[config.mk]
export PLATFORM = sky130hd
export DESIGN_NAME = jk_mod_counter
export DESIGN_NICKNAME = d
export VERILOG_FILES = /design/src/rtl/jk_ctr_pkg.sv /design/src/rtl/jk_ff_ar.sv /design/src/rtl/jk_mod_counter.sv
export SDC_FILE = /design/constraint.sdc
export NUM_CORES = 1
export LEC_CHECK = 0
export CORE_MARGIN = 1
export CORE_UTILIZATION = 38
export CTS_CLUSTER_DIAMETER = 150
export DETAILED_ROUTE_END_ITERATION = 8
export PLACE_DENSITY_LB_ADDON = 0.1
export SLEW_MARGIN = 15
export SYNTH_ARGS = -nofsm -noshare
export SYNTH_HDL_FRONTEND = slang
export SYNTH_SLANG_ARGS = --single-unit
export TNS_END_PERCENT = 1
[constraint.sdc]
create_clock -name CLK -period 3.25 [get_ports CLK]
set_input_delay 0.4875 -clock CLK [delete_from_list [all_inputs] [get_ports CLK]]
set_output_delay 0.4875 -clock CLK [all_outputs]
set_load 0.01 [all_outputs]
[src/rtl/jk_ctr_pkg.sv]
// Shared definitions for the JK-flip-flop modulo-N counter.
// Provides default sizing constants, the JK excitation code enum and a helper
// that maps a (present, next) bit pair onto its minimal excitation code.
package jk_ctr_pkg;

    localparam int unsigned DEF_WIDTH   = 4;
    localparam int unsigned DEF_MODULUS = 10;
    localparam int unsigned MAX_CNT     = DEF_MODULUS - 1;

    // {J,K} codes as presented to a JK flip-flop.
    typedef enum logic [1:0] {
        JkHold   = 2'b00,
        JkReset  = 2'b01,
        JkSet    = 2'b10,
        JkToggle = 2'b11
    } jk_code_e;

    // Minimal excitation with every don't-care resolved to 0, so the toggle
    // code is never produced.
    function automatic jk_code_e jk_excite(input logic q, input logic n);
        jk_code_e code;
        code = JkHold;
        if (n && !q) begin
            code = JkSet;
        end else if (!n && q) begin
            code = JkReset;
        end
        return code;
    endfunction

endpackage

[src/rtl/jk_ff_ar.sv]
// Single JK flip-flop with asynchronous active-low reset.
// Ports:
//   CLK   - clock, state changes on posedge
//   RST_B - asynchronous active-low reset, clears Q
//   J, K  - excitation: 00 hold, 01 clear, 10 set, 11 toggle
//   Q     - flip-flop output
module jk_ff_ar
    import jk_ctr_pkg::*;
(
    input  logic CLK,
    input  logic RST_B,
    input  logic J,
    input  logic K,
    output logic Q
);

    logic q_q;

    always_ff @(posedge CLK or negedge RST_B) begin
        if (!RST_B) begin
            q_q <= 1'b0;
        end else begin
            unique case (jk_code_e'({J, K}))
                JkHold:   q_q <= q_q;
                JkReset:  q_q <= 1'b0;
                JkSet:    q_q <= 1'b1;
                JkToggle: q_q <= ~q_q;
                default:  q_q <= q_q;
            endcase
        end
    end

    assign Q = q_q;

endmodule

[src/rtl/jk_mod_counter.sv]
// Up/down modulo-N counter built from a bank of JK flip-flops.
// The next count is computed combinationally and converted to per-bit J/K
// excitation, which drives the flip-flops and is also exported for checking.
// Optional feature: define JK_CTR_WRAP_FLAG_EN to enable the sticky WRAP flag;
// otherwise WRAP is tied to 0.
// Ports:
//   CLK   - clock, all state changes on posedge
//   RST_B - asynchronous active-low reset (Q=0, WRAP=0)
//   EN    - count enable
//   UP    - direction, 1 up / 0 down
//   LD    - synchronous load, priority over EN
//   D     - load value, saturates to MODULUS-1 when out of range
//   Q     - current count
//   TC    - terminal count (combinational)
//   J_EXC - per-bit J excitation
//   K_EXC - per-bit K excitation
//   WRAP  - sticky wrap flag
module jk_mod_counter
    import jk_ctr_pkg::*;
#(
    parameter int unsigned WIDTH   = DEF_WIDTH,
    parameter int unsigned MODULUS = DEF_MODULUS
) (
    input  logic             CLK,
    input  logic             RST_B,
    input  logic             EN,
    input  logic             UP,
    input  logic             LD,
    input  logic [WIDTH-1:0] D,
    output logic [WIDTH-1:0] Q,
    output logic             TC,
    output logic [WIDTH-1:0] J_EXC,
    output logic [WIDTH-1:0] K_EXC,
    output logic             WRAP
);

    localparam logic [WIDTH-1:0] MaxCnt = WIDTH'(MODULUS - 1);
    // One extra bit so MODULUS == 2**WIDTH is representable.
    localparam logic [WIDTH:0]   ModExt = (WIDTH + 1)'(MODULUS);

    logic [WIDTH-1:0] q;
    logic [WIDTH-1:0] n;
    logic [WIDTH-1:0] q_dec;

    always_comb begin
        n     = q;
        q_dec = q - WIDTH'(1);
        if (LD) begin
            n = ({1'b0, D} < ModExt) ? D : MaxCnt;
        end else if (EN) begin
            if (UP) begin
                // >= also folds out-of-range states back to 0.
                n = (q >= MaxCnt) ? '0 : q + WIDTH'(1);
            end else if (q == '0) begin
                n = MaxCnt;
            end else if (q_dec > MaxCnt) begin
                n = MaxCnt;
            end else begin
                n = q_dec;
            end
        end
    end

    always_comb begin
        jk_code_e code;
        code  = JkHold;
        J_EXC = '0;
        K_EXC = '0;
        for (int i = 0; i < int'(WIDTH); i++) begin
            code     = jk_excite(q[i], n[i]);
            J_EXC[i] = code[1];
            K_EXC[i] = code[0];
        end
    end

    assign TC = EN & ~LD & (UP ? (q == MaxCnt) : (q == '0));

    for (genvar i = 0; i < int'(WIDTH); i++) begin : g_ff
        jk_ff_ar u_ff (
            .CLK   (CLK),
            .RST_B (RST_B),
            .J     (J_EXC[i]),
            .K     (K_EXC[i]),
            .Q     (q[i])
        );
    end

    assign Q = q;

`ifdef JK_CTR_WRAP_FLAG_EN
    logic wrap_q;
    logic wrap_d;

    // TC already excludes LD, so a load in a would-be wrap cycle clears.
    always_comb begin
        wrap_d = wrap_q;
        if (LD) begin
            wrap_d = 1'b0;
        end else if (TC) begin
            wrap_d = 1'b1;
        end
    end

    always_ff @(posedge CLK or negedge RST_B) begin
        if (!RST_B) begin
            wrap_q <= 1'b0;
        end else begin
            wrap_q <= wrap_d;
        end
    end

    assign WRAP = wrap_q;
`else
    assign WRAP = 1'b0;
`endif

endmodule
==> flow_summary.ini, run 1 <==
[outcome]
status = complete, no violations

[critical_path]
criticalPathCategory = reg2out
critPathCaptureType = primary output
start_kind = register
worstReg2RegStart = g_ff[0].u_ff.Q
required_ps = 2760
critPathArrivalTime_ps = 2630
crit_fanout = 8
timing.rr.end = g_ff[3].u_ff.Q
ff2ff_setup_slack_ps = 830
reg2reg_depth = 7

[synthesis]
syn_inst = 93
synth.area.top_cells = ha_1 21%, dfrtp_1 13%, buf_4 13%, mux2_2 5.9%, nor2_1 3.5%
avgSynthCellArea_um2 = 8.153
synth_top_area_cell = ha_1
yosysWarnings = 0
syn_area_um2 = 758.2
seq_area_frac_synth_pct = 13.20
ys_ff_latch = 4
post_synth_num_cell_types = 31
synth_nets = 115
yosysTopAreaCellShare_pct = 21.45

[clocking]
postCtsSetupBuffers = 0
clock-sinks = 4
clk_pin_slew_worst_paths_ps = 40
cts_tree = done
cts-buffers-inserted = 3
clk_latency_ps = 230
cts_buffer_depth = 2
clock-root-buffer = clkbuf_4
htree_num_levels = 1

[route]
drt_first_iter_violations = 7
detail_route.wl_per_cell_um = 12.49
ant_nets = 0
viasPerCell = 5.256
route.detailed.drc = 0
drtPass1Iterations = 4
wl_met1_um = 749
highest_layer = met3
drt-total-wl_mm = 1.611
num_vias = 678
wl_met2_um = 763
wl_met3_um = 99

[final_layout]
area_growth_syn_to_layout_pct = 25.58
largest_reg_flops = 4
num-nets-final = 128
drive_above_1_share_pct = 14.42
diodes = 0

[floorplanning]
die_h_um = 46.67
std_cell_rows = 15
die_area_mm2 = 0.002178
fp.dieW_um = 46.67
initial_core_util_pct = 42.08
core_area_mm2 = 0.001802
io_pins = 23

[global_routing]
grt_overflow = 0
grt_max_degree = 13
antenna_found_initial = 0
grt_pass1_vias = 617
grt_usage_pct = 17.24
grt_pass1_wl_mm = 2.704

[timing]
hold_violations = 0
rsz0062_at_grt = false
finalCritPeriodShare_pct = 95.83
skew_ps = 2.967
min_period_ps = 3114
setup_viol = 0
setup_tns_ps = 0
maxSlewViolCount = 0
fmax_ghz = 0.3211

[pwr]
p_leak_nw = 0.4240
total_power_mw = 0.7461
irDropWorstVdd_uv = 492.8
p_per_area_mw_per_mm2 = 783.6

[placed_design]
gp_congestion = 0.8663
portBuffers = 21
dpl.hpwl_mm = 1.257

[job]
drv_cap = 0

[min_path]
worstHoldPathType = in2async
-- worst max-delay path by stage --
stage	start	to
global placement	g_ff[0].u_ff.Q	J_EXC[0]
global route	g_ff[1].u_ff.Q	J_EXC[0]
CTS	g_ff[0].u_ff.Q	J_EXC[0]
floorplan	g_ff[0].u_ff.Q	J_EXC[3]
finish	g_ff[0].u_ff.Q	J_EXC[0]
detailed placement	g_ff[0].u_ff.Q	J_EXC[0]
-- stage by stage --
step | util, % | cells | hold WS, ps | instance area [um2] | setup slack, ps
floorplan | - | 93 | 191.9 | 758.2 | 769.0
global placement | 51.04 | 126 | 668.1 | 919.6 | 191.1
detailed placement | 51.04 | 126 | 677.0 | 919.6 | 218.8
CTS | 52.57 | 129 | 458.4 | 947.2 | 54.56
global route | 52.85 | 129 | 478.7 | 952.2 | 12.47
finish | 52.85 | 129 | 461.0 | 952.2 | 135.6
-- metal layers --
layer  up-vias  track usage (%)
met4         0            5.143
met5         -                0
met1       312            22.90
li1        346                -
met2        20            28.06
met3         0            3.137
-- Yosys cell counts (all sizes together) --
cell type,n
or3,1
o311ai,2
nand2,2
o31a,2
o31ai,2
o211ai,1
o21ai,5
nand4,1
inv,5
conb,1
mux2i,1
mux2,4
o311a,1
a221oi,1
buf,14
nor3,3
nor2,7
clkbuf,4
nor3b,2
a211oi,2
nand4bb,1
ha,13
or4b,1
nor2b,2
a21oi,3
dfrtp,4
a31oi,1
o211a,2
nand2b,4
nand3b,1
-- worst max-delay path: stages, from the launching register on --
cell and delay (ps):
dfrtp_1 380, buf_4 170, ha_1 240, nor3b_2 230, o21ai_0 110, a221oi_1 370
o31a_1 210, ha_1 160, clkdlybuf4s50_1 530
-- repair_timing --
item	4_1_cts	5_1_grt
resized for setup	1	3
setup endpoints to repair	1	3
hold buffers	0	0
-- cell type report --
type,count,area [um2]
fillers,192,849.6
repair buffers,26,250.2
multi-input cells,66,529.3
inverters,5,18.77
clock buffers,3,22.52
well taps,25,31.28
flip-flops and latches,4,100.1
-- cells in the final DEF (no fill, tap or decap) --
| cell type | netlist | layout |
|---|---|---|
| or4b_1 | 1 | 1 |
| o31a_1 | 2 | 2 |
| o21ai_0 | 5 | 5 |
| a221oi_1 | 1 | 1 |
| mux2_2 | 4 | 4 |
| ha_1 | 13 | 12 |
| nor2_1 | 7 | 7 |
| o31ai_1 | 2 | 2 |
| nand4bb_1 | 1 | 1 |
| a31oi_1 | 1 | 1 |
| mux2i_1 | 1 | 1 |
| or3_1 | 1 | 1 |
| nand2b_1 | 4 | 4 |
| nor2b_1 | 2 | 2 |
| dfrtp_1 | 4 | 4 |
| nor3_1 | 3 | 3 |
| nand2_1 | 2 | 2 |
| inv_1 | 5 | 4 |
| a21oi_1 | 3 | 3 |
| nand3b_1 | 1 | 1 |
| ha_2 | 0 | 1 |
| buf_4 | 13 | 5 |
| nor3b_2 | 0 | 1 |
| o311ai_0 | 2 | 2 |
| a211oi_1 | 2 | 2 |
| nor3b_1 | 2 | 1 |
| conb_1 | 1 | 1 |
| clkbuf_4 | 0 | 3 |
| o311a_1 | 1 | 1 |
| o211a_1 | 2 | 2 |
| inv_2 | 0 | 1 |
| nand4_1 | 1 | 1 |
| o211ai_1 | 1 | 1 |
| dlymetal6s2s_1 | 0 | 1 |
| clkdlybuf4s50_1 | 0 | 20 |
-- kinds of logic (layout without fill, tap and decap cells) --
kind of cell	count (synthesis)	in the layout	synth area share, %
and+or+nand+nor	25	25	18.81
buffers and inverters	23	34	17.99
DFF	4	4	13.20
AOI/OAI and AO/OA	22	22	20.79
adders and majority gates	13	13	21.45
other	1	1	0.4946
muxes	5	5	7.260
-- power breakdown --
part | switching, mW | internal [mW] | total, mW
sequential | 0.0112 | 0.0741 | 0.0852
combinational | 0.294 | 0.308 | 0.602
clock | 0.0175 | 0.0411 | 0.0586
total | 0.323 | 0.423 | 0.746
(Power assumes the default switching activity.)
==> run 2: changes to the inputs <==
Settings changed: SYNTH_HIERARCHICAL from default to 1.
==> run 2 against run 1 <==
Hold slack worse by 5.1 ps. Die area down 19%. Critical endpoint is now K_EXC[0]. Utilization up 6.5 points. Sequential cell count unchanged. Synthesized cell count down 11%. Routed wire length up 7.3%. Sequential share of layout area up 0.83 points. Combinational power down 8.1%. Power up 0.76%. Area after synthesis down 20%. Clock-buffer cell count unchanged. Maximum frequency down 1.4%.
==> flow_summary.ini, run 2 <==
[floorplanning]
io_pins = 23
fp.dieW_um = 41.96
die_h_um = 41.96
initial_core_util_pct = 40.28
core_area_mm2 = 0.001506
std_cell_rows = 14
die_area_mm2 = 0.001761

[job]
drv_cap = 0

[placed_design]
dpl.cell_count = 121
gp_congestion = 0.8612
dpl.hpwl_mm = 1.297
place_area_um2 = 843.3
portBuffers = 21

[final_layout]
regArea_um2 = 101.3
diodes = 0
fillers = 144
drive_above_1_share_pct = 16.67
fin_util_pct = 59.30
multiInputGateArea_um2 = 473.0
area_growth_syn_to_layout_pct = 47.22
finalNonFillerCells = 124
layout_commonest_cell = clkdlybuf4s50_1
largest_reg_flops = 4
fin_area_um2 = 893.4
mostFrequentLayoutCells = 20 x clkdlybuf4s50_1, 9 x nor2_1, 8 x inv_1, 8 x a21oi_1, 5 x ha_1
num-nets-final = 125

[global_routing]
grt_pass1_wl_mm = 2.711
grt_util_met2_pct = 30.94
grt_max_degree = 15
gr-max-usage-layer = met2
use_met3_pct = 4.783
grt_util_met1_pct = 26.74
grt_pass1_vias = 609
antenna_found_initial = 0
grt_usage_pct = 20.02
grt_overflow = 0

[timing]
skew_ps = 8.837
setup_tns_ps = 0
min_period_ps = 3158
maxSlewViolCount = 0
hold_violations = 0
finalCritPeriodShare_pct = 97.18
fmax_ghz = 0.3166
rsz0062_at_grt = false
setup_viol = 0

[clocking]
cts_buffer_depth = 2
clk_latency_ps = 250
cts_tree = done
clock-root-buffer = clkbuf_4
postCtsSetupBuffers = 0
clk_pin_slew_worst_paths_ps = 50
htree_num_levels = 1
cts-buffers-inserted = 3
clock-sinks = 4

[route]
num_vias = 739
drt_first_iter_violations = 18
viasPerCell = 5.960
drtPass1Iterations = 4
drt-total-wl_mm = 1.728
route.detailed.drc = 0
detail_route.wl_per_cell_um = 13.94
ant_nets = 0

[synthesis]
syn_inst = 83
synth_common_cells = 9 x inv_1, 9 x nor2_1, 8 x a21oi_1
synth.area.top_cells = dfrtp_1 16%, ha_1 12%, a21oi_1 6.6%, inv_1 5.6%, nor2_1 5.6%
yosysTopAreaCellShare_pct = 16.49
ys_ff_latch = 4
syn_area_um2 = 606.8
yosysWarnings = 6
synth_top_area_cell = dfrtp_1
post_synth_num_cell_types = 34
ys.flop_type = dfrtp_1
seq_area_frac_synth_pct = 16.49
synth_nets = 98
async_flop_share_pct = 100.0
avgSynthCellArea_um2 = 7.311
synth-edff-count = 0

[pwr]
p_leak_nw = 0.3979
irDropWorstVdd_uv = 414.2
total_power_mw = 0.7518
p_per_area_mw_per_mm2 = 841.5

[critical_path]
criticalPathCategory = reg2out
crit_fanout = 8
critPathCaptureType = primary output
start_kind = register
required_ps = 2760
critPathArrivalTime_ps = 2670

[outcome]
status = complete, no violations

[min_path]
worstHoldPathType = in2async
[run 2: final cells by class]
class	instances	share of cell area (%)
multi-input combinational	67	52.94
timing repair buffer	25	27.17
sequential	4	11.34
inverter	9	3.782
clock buffer	3	2.521
tap	16	2.241
[run 2: cell families (layout without fill, tap and decap cells)]
| group | Yosys count | after routing | share of synthesized area, % |
|---|---|---|---|
| compound gates | 28 | 28 | 32.79 |
| xor+xnor | 1 | 1 | 1.444 |
| fa+ha+maj | 6 | 6 | 12.37 |
| buf+inv | 12 | 37 | 9.484 |
| flops | 4 | 4 | 16.50 |
| other cells | 1 | 1 | 0.6180 |
| simple gates | 31 | 31 | 26.81 |
[run 2: path summary, 6_finish.rpt]
check                                from              to  slack [ps]  depth (start not counted)
max reg2reg                g_ff[0].u_ff/Q  g_ff[1].u_ff/Q        1060                          8
min in group CLK           g_ff[1].u_ff/Q  g_ff[1].u_ff/Q         660                          2
min reg2reg                g_ff[1].u_ff/Q  g_ff[1].u_ff/Q         660                          2
min                                 RST_B  g_ff[3].u_ff/Q         460                          1
max in group asynchronous           RST_B  g_ff[0].u_ff/Q        2580                          1
max                        g_ff[0].u_ff/Q        K_EXC[0]          90                          7
[run 2: power by group]
part	total, mW	internal [mW]	switching, mW
Clock	0.0704	0.0419	0.0285
Combinational	0.553	0.272	0.281
Sequential	0.128	0.0764	0.0520
Total	0.752	0.391	0.361
[run 2: worst max-delay path, cell delays in order, from the launching register on]
cell,delay [ps]
dfrtp_2,440
inv_1,80
ha_2,210
and2b_1,170
o32ai_1,380
nand2_1,130
a311oi_1,380
clkdlybuf4s50_1,610
[run 2: routing by layer]
layer	part of all wire, %	routed length, um
met4	2.1	36
met5	0	0
met1	44	754
met3	9.0	156
met2	45	782
[run 2: timing repair]
action | CTS | global route
hold buffers | 0 | 0
setup endpoints to repair | 0 | 6
gates resized for setup | 0 | 8
[run 2: metrics by stage]
| stage | hold slack (ps) | worst slack (ps) |
|---|---|---|
| after floorplan | 191.9 | 684.2 |
| after global placement | 622.9 | 278.6 |
| after detailed placement | 630.5 | 268.5 |
| after CTS | 464.4 | 10.28 |
| after global routing | 467.2 | 2.850 |
| final | 455.9 | 91.73 |
==> run 3: changes to the inputs <==
==> constraint.sdc (replaced) <==
create_clock -name CLK -period 3.25 [get_ports CLK]
set_input_delay 0.325 -clock CLK [delete_from_list [all_inputs] [get_ports CLK]]
set_output_delay 0.325 -clock CLK [all_outputs]
set_load 0.01 [all_outputs]
==> run 3 against run 2 <==
Register-to-register slack worse by 40 ps. Cell count decreased by 1.6%. Utilization is 2.8 points lower. Die area unchanged. Critical endpoint is now J_EXC[1]. First-iteration DRC count down 5.6%. Highest routed layer is now met3. Combinational power down 7.1%. Sequential cell count unchanged. Non-clock buffer count down 2.
==> flow_summary.ini, run 3 (synthesized netlist as in run 2, its figures left out) <==
[clocking]
postCtsSetupBuffers = 0
cts.hold.buffers_added = 0
clk_pin_slew_worst_paths_ps = 40
clock-sinks = 4
clock-root-buffer = clkbuf_4
cts_tree = done
cts_buffer_depth = 2
cts-buffers-inserted = 3
clk_latency_ps = 230
htree_num_levels = 1
post_cts_resized = 0

[timing]
fmax_ghz = 0.3277
rsz0062_at_grt = false
setup_viol = 0
fin_ws_ps = 198.3
hold_violations = 0
finalCritPeriodShare_pct = 93.90
setup_tns_ps = 0
min_period_ps = 3052
skew_ps = 0.6253
maxSlewViolCount = 0

[global_routing]
antenna_found_initial = 0
grt_max_degree = 17
grt_pass1_wl_mm = 2.760
grt_usage_pct = 20.14
grt_pass1_vias = 610
grt_overflow = 0

[pwr]
swShare_pct = 47.92
intPower_mw = 0.3674
p_comb_share_pct = 72.9
switchingPower_mw = 0.3381
clkPwrFrac_pct = 8.7
irDropWorstVdd_uv = 336.2
p_per_area_mw_per_mm2 = 829.1
p_leak_nw = 0.3705
p_seq_share_pct = 18.4

[job]
drv_cap = 0

[critical_path]
path_delay_family = buffers and inverters
max_stage_delay_ps = 590
cp_cell_sequence = inv_1 -> ha_1 -> or3b_2 -> a21oi_1 -> a221oi_1 -> o31ai_1 -> clkdlybuf4s50_1
critPathBufInv = 2
crit_fanout = 6
start_kind = register
ff2ff_setup_slack_ps = 1020
criticalPathCategory = reg2out
required_ps = 2920
cp_slowest_cell = clkdlybuf4s50_1
critPathArrivalTime_ps = 2730
critPathCaptureType = primary output

[final_layout]
finalNonFillerCells = 122
num-nets-final = 123
layout_commonest_cell = clkdlybuf4s50_1
fin_util_pct = 56.48
largest_reg_flops = 4
drive_above_1_share_pct = 8.491
diodes = 0
mostFrequentLayoutCells = 21 x clkdlybuf4s50_1, 9 x inv_1, 9 x nor2_1, 8 x a21oi_1, 6 x ha_1
area_growth_syn_to_layout_pct = 40.21
fillers = 161

[route]
num_vias = 706
ant_nets = 0
route.detailed.drc = 0
viasPerCell = 5.787
drt-total-wl_mm = 1.647
drtPass1Iterations = 4
detail_route.wl_per_cell_um = 13.50
drt_first_iter_violations = 17

[floorplanning]
fp.dieW_um = 41.96
initial_core_util_pct = 40.28
core_area_mm2 = 0.001506
die_h_um = 41.96
die_area_mm2 = 0.001761
std_cell_rows = 14
io_pins = 23

[min_path]
worstHoldPathType = in2async

[placed_design]
dpl.hpwl_mm = 1.335
place_worst_setup_slack_ps = 453.6
portBuffers = 21
gp_congestion = 0.8650
dpl.cell_count = 119

[outcome]
status = complete, no violations
## run 3: area by class of cell
type                       instances  area (um2)  area share [%]
inverter                           9       33.78           3.971
multi-input combinational         67       449.2           52.79
clock buffer                       3       22.52           2.647
sequential                         4       100.1           11.76
timing repair buffer              23       225.2           26.47
tap                               16       20.02           2.353
## run 3: power groups by stage
| stage | Combinational, mW | Clock, mW | Sequential [mW] |
|---|---|---|---|
| after detailed placement | 0.511 | 0 | 0.130 |
| after global placement | 0.509 | 0 | 0.130 |
| after global routing | 0.566 | 0.0679 | 0.137 |
| final | 0.514 | 0.0612 | 0.130 |
| after CTS | 0.514 | 0.0648 | 0.130 |
| after floorplan | 0.310 | 0 | 0.135 |
## run 3: worst paths after layout
kind | cells past startpoint | start | end
hold reg to reg | 2 | g_ff[0].u_ff/Q | g_ff[0].u_ff/Q
min in group CLK | 2 | g_ff[0].u_ff/Q | g_ff[0].u_ff/Q
setup reg to reg | 8 | g_ff[1].u_ff/Q | g_ff[1].u_ff/Q
max in group asynchronous | 1 | RST_B | g_ff[3].u_ff/Q
hold / removal | 1 | RST_B | g_ff[2].u_ff/Q
setup / recovery | 7 | g_ff[1].u_ff/Q | J_EXC[1]
## run 3: metrics by stage
step	hold slack (ps)	area (um2)	power [mW]
after CTS	296.3	850.8	0.7086
final	297.5	850.8	0.7054
after global placement	541.2	828.3	0.6388
after detailed placement	552.7	828.3	0.6412
after global routing	308.0	850.8	0.7712
after floorplan	29.41	606.8	0.4450
## run 3: routing by layer
| layer | up-vias | GRT usage (%) | wire length, um |
|---|---|---|---|
| met5 | - | 0 | 0 |
| met4 | 0 | 7.742 | 0 |
| met3 | 0 | 3.478 | 96 |
| met2 | 26 | 31.25 | 740 |
| met1 | 330 | 27.69 | 810 |
| li1 | 350 | - | - |
